## src/rtl/matrix_operand_loader.sv

```systemverilog
// Operand fetch stage: loads 2*N*N words over a request/done handshake and packs their low W bits
// into one flat bus (A in the low half, B in the high half). Optional macro: LOAD_TIMEOUT_EN.
module matrix_operand_loader #(
  parameter int W       = 16,
  parameter int N       = 3,
  parameter int TIMEOUT = 255
) (
  input  logic               clk,
  input  logic               rst_n,
  input  logic               start,
  input  logic [31:0]        base_addr,
  output logic               busy,
  output logic               mem_req,
  output logic [31:0]        mem_addr,
  input  logic               mem_done,
  input  logic [31:0]        mem_rdata,
  output logic [2*W*N*N-1:0] operands,
  output logic               operands_valid,
  input  logic               operands_ack,
  output logic               err
);

  localparam int NWORDS = 2 * N * N;
  localparam int KW     = (NWORDS > 1) ? $clog2(NWORDS) : 1;
  localparam int OPW    = NWORDS * W;
  localparam logic [KW-1:0] K_LAST = KW'(NWORDS - 1);

  typedef enum logic [1:0] {
    S_IDLE  = 2'd0,
    S_FETCH = 2'd1,
    S_GAP   = 2'd2,
    S_HOLD  = 2'd3
  } state_t;

  state_t          r_state, w_state_nxt;
  logic [KW-1:0]   r_k, w_k_nxt;
  logic [31:0]     r_addr, w_addr_nxt;
  logic [OPW-1:0]  r_operands;
  logic            r_busy, r_mem_req, r_valid;
  logic            w_wr;
  logic            w_abort;
  logic            w_unused_rdata;

  assign w_unused_rdata = ^mem_rdata[31:W];

`ifdef LOAD_TIMEOUT_EN
  localparam int CW = $clog2(TIMEOUT + 1);
  logic [CW-1:0] r_tcnt;
  logic          r_err;

  assign w_abort = (r_state == S_FETCH) && !mem_done && (r_tcnt == CW'(TIMEOUT - 1));
  assign err     = r_err;

  // per-word wait counter: zero outside FETCH, so every FETCH entry starts from zero
  always_ff @(posedge clk or negedge rst_n) begin
    if (!rst_n) begin
      r_tcnt <= '0;
      r_err  <= 1'b0;
    end else begin
      r_err <= w_abort;
      if (w_state_nxt != S_FETCH || r_state != S_FETCH) begin
        r_tcnt <= '0;
      end else begin
        r_tcnt <= r_tcnt + CW'(1);
      end
    end
  end
`else
  localparam int unused_timeout_p = TIMEOUT;
  assign w_abort = 1'b0;
  assign err     = 1'b0;
`endif

  // state, index and address registers
  always_ff @(posedge clk or negedge rst_n) begin
    if (!rst_n) begin
      r_state <= S_IDLE;
      r_k     <= '0;
      r_addr  <= 32'd0;
    end else begin
      r_state <= w_state_nxt;
      r_k     <= w_k_nxt;
      r_addr  <= w_addr_nxt;
    end
  end

  // next-state decode; mem_done/ack/start only matter in their own state
  always_comb begin
    w_state_nxt = r_state;
    w_k_nxt     = r_k;
    w_addr_nxt  = r_addr;
    w_wr        = 1'b0;
    case (r_state)
      S_IDLE: begin
        if (start) begin
          w_state_nxt = S_FETCH;
          w_k_nxt     = '0;
          w_addr_nxt  = base_addr;
        end else begin
          w_state_nxt = S_IDLE;
        end
      end
      S_FETCH: begin
        if (mem_done) begin
          w_wr = 1'b1;
          if (r_k == K_LAST) begin
            w_state_nxt = S_HOLD;
          end else begin
            w_state_nxt = S_GAP;
            w_k_nxt     = r_k + KW'(1);
            w_addr_nxt  = r_addr + 32'd4;
          end
        end else if (w_abort) begin
          w_state_nxt = S_IDLE;
        end else begin
          w_state_nxt = S_FETCH;
        end
      end
      S_GAP: begin
        w_state_nxt = S_FETCH;
      end
      S_HOLD: begin
        if (operands_ack) begin
          w_state_nxt = S_IDLE;
        end else begin
          w_state_nxt = S_HOLD;
        end
      end
      default: begin
        w_state_nxt = S_IDLE;
      end
    endcase
  end

  // outputs registered from the next state so they line up with the state itself
  always_ff @(posedge clk or negedge rst_n) begin
    if (!rst_n) begin
      r_busy     <= 1'b0;
      r_mem_req  <= 1'b0;
      r_valid    <= 1'b0;
      r_operands <= '0;
    end else begin
      r_busy    <= (w_state_nxt != S_IDLE);
      r_mem_req <= (w_state_nxt == S_FETCH);
      r_valid   <= (w_state_nxt == S_HOLD);
      if (w_wr) begin
        r_operands[r_k*W +: W] <= mem_rdata[W-1:0];
      end
    end
  end

  assign busy           = r_busy;
  assign mem_req        = r_mem_req;
  assign mem_addr       = r_addr;
  assign operands       = r_operands;
  assign operands_valid = r_valid;

endmodule
```

## config.mk

```make
export PLATFORM = sky130hd
export DESIGN_NAME = matrix_operand_loader
export DESIGN_NICKNAME = d
export VERILOG_FILES = /design/src/rtl/matrix_operand_loader.sv
export SDC_FILE = /design/constraint.sdc
export NUM_CORES = 1
export LEC_CHECK = 0
export CORE_MARGIN = 2
export CORE_UTILIZATION = 45
export CTS_CLUSTER_SIZE = 14
export DETAILED_ROUTE_END_ITERATION = 16
export PLACE_DENSITY = 0.75
export SYNTH_ARGS = -nofsm -noshare
export SYNTH_HDL_FRONTEND = slang
export SYNTH_SLANG_ARGS = --single-unit
export TNS_END_PERCENT = 20
```

## constraint.sdc

```tcl
create_clock -name clk -period 3.27 [get_ports clk]
set_clock_uncertainty 0.1 [all_clocks]
set_input_delay 0.327 -clock clk [delete_from_list [all_inputs] [get_ports clk]]
set_output_delay 0.327 -clock clk [all_outputs]
set_load 0.05 [all_outputs]
```

==> qor.yml <==
route:
  via_count: 11500
  avgRoutedWirePerCell_um: 19.9
  wirelength_um: 41900
  drt_iter0_drc: 828
  via_per_inst: 5.46
  dr.pass1.iters: 9
  drc: 0
  drtAntennaViolNets: 0
clock_tree:
  cts.clk_slew.worst_paths_ns: 0.06
  clkSinkCount: 330
  cts_tree: "built"
  clk_path_buf_depth: 3
  post_cts_buffers: 0
  clk_latency_ns: 0.51
  htree_levels: 2
  ctsRootBufferMaster: "clkbuf_16"
  numCtsBuffers: 35
floorplanning:
  initial_core_util: 0.456
  core-area_sq_mm: 0.0296
  die_x_um: 177
  rows: 63
  ios: 393
  die_y_um: 177
  die_area_sq_mm: 0.0313
worst_hold_path:
  hold_end: "mem_addr[1]$_DFFE_PN0P_"
  hold_depth: 3
  hold_start: "base_addr[1]"
  hp-class: "in -> reg"
logic_synthesis:
  synth-seq-cells: 330
  synth_edf_count: 0
  synth_area_sq_mm: 0.0135
  synth_warnings: 0
  synth_most_common_cell: "nand2_1"
  synthTopCellsByArea: "dfrtp_1, nand2_1, o21ai_0, o31ai_1, clkbuf_1"
  synth_cell_types: 66
  ys_seq_area_frac: 0.613
  avgSynthCellArea_sq_um: 10.0
  syn_nets: 1417
  netlist.area_leader.share: 0.613
  netlist_instances: 1343
  synth_area_leader_cell: "dfrtp_1"
  synthArstFlopShare: 1.00
  ys_top_cells_by_count: "nand2_1, dfrtp_1, o21ai_0"
  synth_ff_type: "dfrtp_1"
setup_path:
  r2r-start: "r_k[1]$_DFFE_PN0P_"
  startpoint_type: "flip-flop"
  arrival_ns: 3.36
  r2r_cells: 9
  critPathMaxFanout: 32
  path_class: "reg -> reg"
  endpoint_kind: "flip-flop"
  crit_required_ns: 3.57
  reg2reg_slack_ns: 0.21
  crit-reg2reg-capture: "operands[66]$_DFFE_PN0P_"
final_layout:
  utilization: 0.634
  drive_above_1_share: 0.0694
  area_growth_pct: 39.2
  diodes: 0
  nets: 1766
timing:
  finalSetupViolations: 0
  finalMaxSlewViolations: 0
  fin_crit_ns: 3.06
  setup-tns-final_ns: 0
  fmax_mhz: 327
  tightest_slew_ns: 0.881
  fin_ws_ns: 0.212
  finalHoldViolations: 0
  rsz0062_at_grt: "yes"
  min_period_over_period: 0.935
  maxSlewHeadroom: 0.412
flow_run:
  drv_cap: 0
global_route:
  antenna_found_initial: 1
  grt-ovfl-total: 0
  grt_pass1_wl_um: 64100
  grt.total_usage: 0.264
  grt_max_degree: 109
  grt_pass1_vias: 11000
power_and_ir_drop:
  leakage_nw: 8.01
  cellPowerDensity_mw_per_mm2: 991
  vdd_drop_max_mv: 0.610
placed_design:
  dp.final_hpwl_um: 28900
  pre_cts_ws_ns: 0.103
  place_congestion: 0.848
  io_buffers: 375
outcome:
  status: "completed"
==> cell type report <==
type                            count  area, sq um
Clock buffer                       51         1020
Tap cell                          390          488
Fill cell                        2410        10800
Inverter                           23         86.3
Timing Repair Buffer              417         4130
Sequential cell                   330         8260
Clock inverter                      9         88.8
Multi-Input combinational cell    885         4690
==> worst max-delay path by stage <==
| stage | from | endpoint | slack, ns | depth (start not counted) |
|---|---|---|---|---|
| 2_1_floorplan | r_k[0]$_DFFE_PN0P_ | operands[38]$_DFFE_PN0P_ | 0.59 | 11 |
| 3_3_place_gp | r_k[1]$_DFFE_PN0P_ | operands[99]$_DFFE_PN0P_ | 0.18 | 10 |
| 3_5_place_dp | r_k[1]$_DFFE_PN0P_ | operands[109]$_DFFE_PN0P_ | 0.10 | 9 |
| 4_1_cts | r_k[1]$_DFFE_PN0P_ | operands[109]$_DFFE_PN0P_ | 0.08 | 9 |
| 5_1_grt | r_k[1]$_DFFE_PN0P_ | operands[84]$_DFFE_PN0P_ | -0.04 | 9 |
| 6_report | r_k[1]$_DFFE_PN0P_ | operands[66]$_DFFE_PN0P_ | 0.21 | 9 |
==> layout by cell type (no fill, tap or decap), drive strengths merged, types with 12 or more instances in the layout <==
cell type and instances:
nand3 39, o21ai 222, a21oi 33, clkbuf 51, dfrtp 330, nor3 12, nand4 17, buf 42
nor2 33, clkdlybuf4s50 374, inv 25, nand2 343, o31ai 81
==> power by group <==
part / internal, mW / total [mW] / switching (mW)
Sequential: 5.02 / 5.74 / 0.718
Clock: 2.24 / 3.85 / 1.60
Combinational: 2.60 / 9.01 / 6.41
==> what timing repair did <==
| item | in CTS | in global routing |
|---|---|---|
| resized for setup | 0 | 5 |
| hold buffers | 1 | 0 |
| endpoints found under the hold margin | 103 | 0 |
| endpoints found under the setup margin | 0 | 64 |
==> worst max-delay path, stage by stage (launching register included) <==
cell and delay [ns]:
dfrtp_1 0.49, inv_1 0.14, ha_1 0.29, and2_1 0.18, ha_1 0.28, nand2_1 0.08, a2111oi_4 0.34, buf_6 0.28
nand3_4 0.35, o31ai_1 0.40
==> metal layers <==
metal,part of all wire,global-route usage
met5,0,0
met4,0.025,0.0702
met3,0.081,0.0601
met2,0.48,0.434
met1,0.41,0.353
==> stage by stage <==
stage          area, sq um  hold WS, ns  power (mW)  cells
6_report             18800        0.247        18.6   2105
5_1_grt              18800        0.258        19.4   2105
4_1_cts              18700        0.232        18.7   2105
3_5_place_dp         17600        0.359        14.8   2044
3_3_place_gp         17600        0.355        14.6   2044
2_1_floorplan        13500      -0.0686        11.4   1343
==> flip-flops by register name, indices dropped and copies added (netlist names) <==
name and count:
mem_req 1, r_k 5, operands 288, busy 1, r_state 2, mem_addr 32
operands_valid 1
==> cells by family after synthesis <==
| kind of cell | Yosys count | share of synthesized area |
|---|---|---|
| and+or+nand+nor | 485 | 0.163 |
| AOI/OAI and AO/OA | 381 | 0.168 |
| DFF | 330 | 0.613 |
| buffers and inverters | 128 | 0.0422 |
| xor gates and xnor gates | 7 | 0.00455 |
| muxes | 6 | 0.00492 |
| adders and majority gates | 5 | 0.00464 |
| other | 1 | 0.000278 |
(Power assumes the default switching activity.)
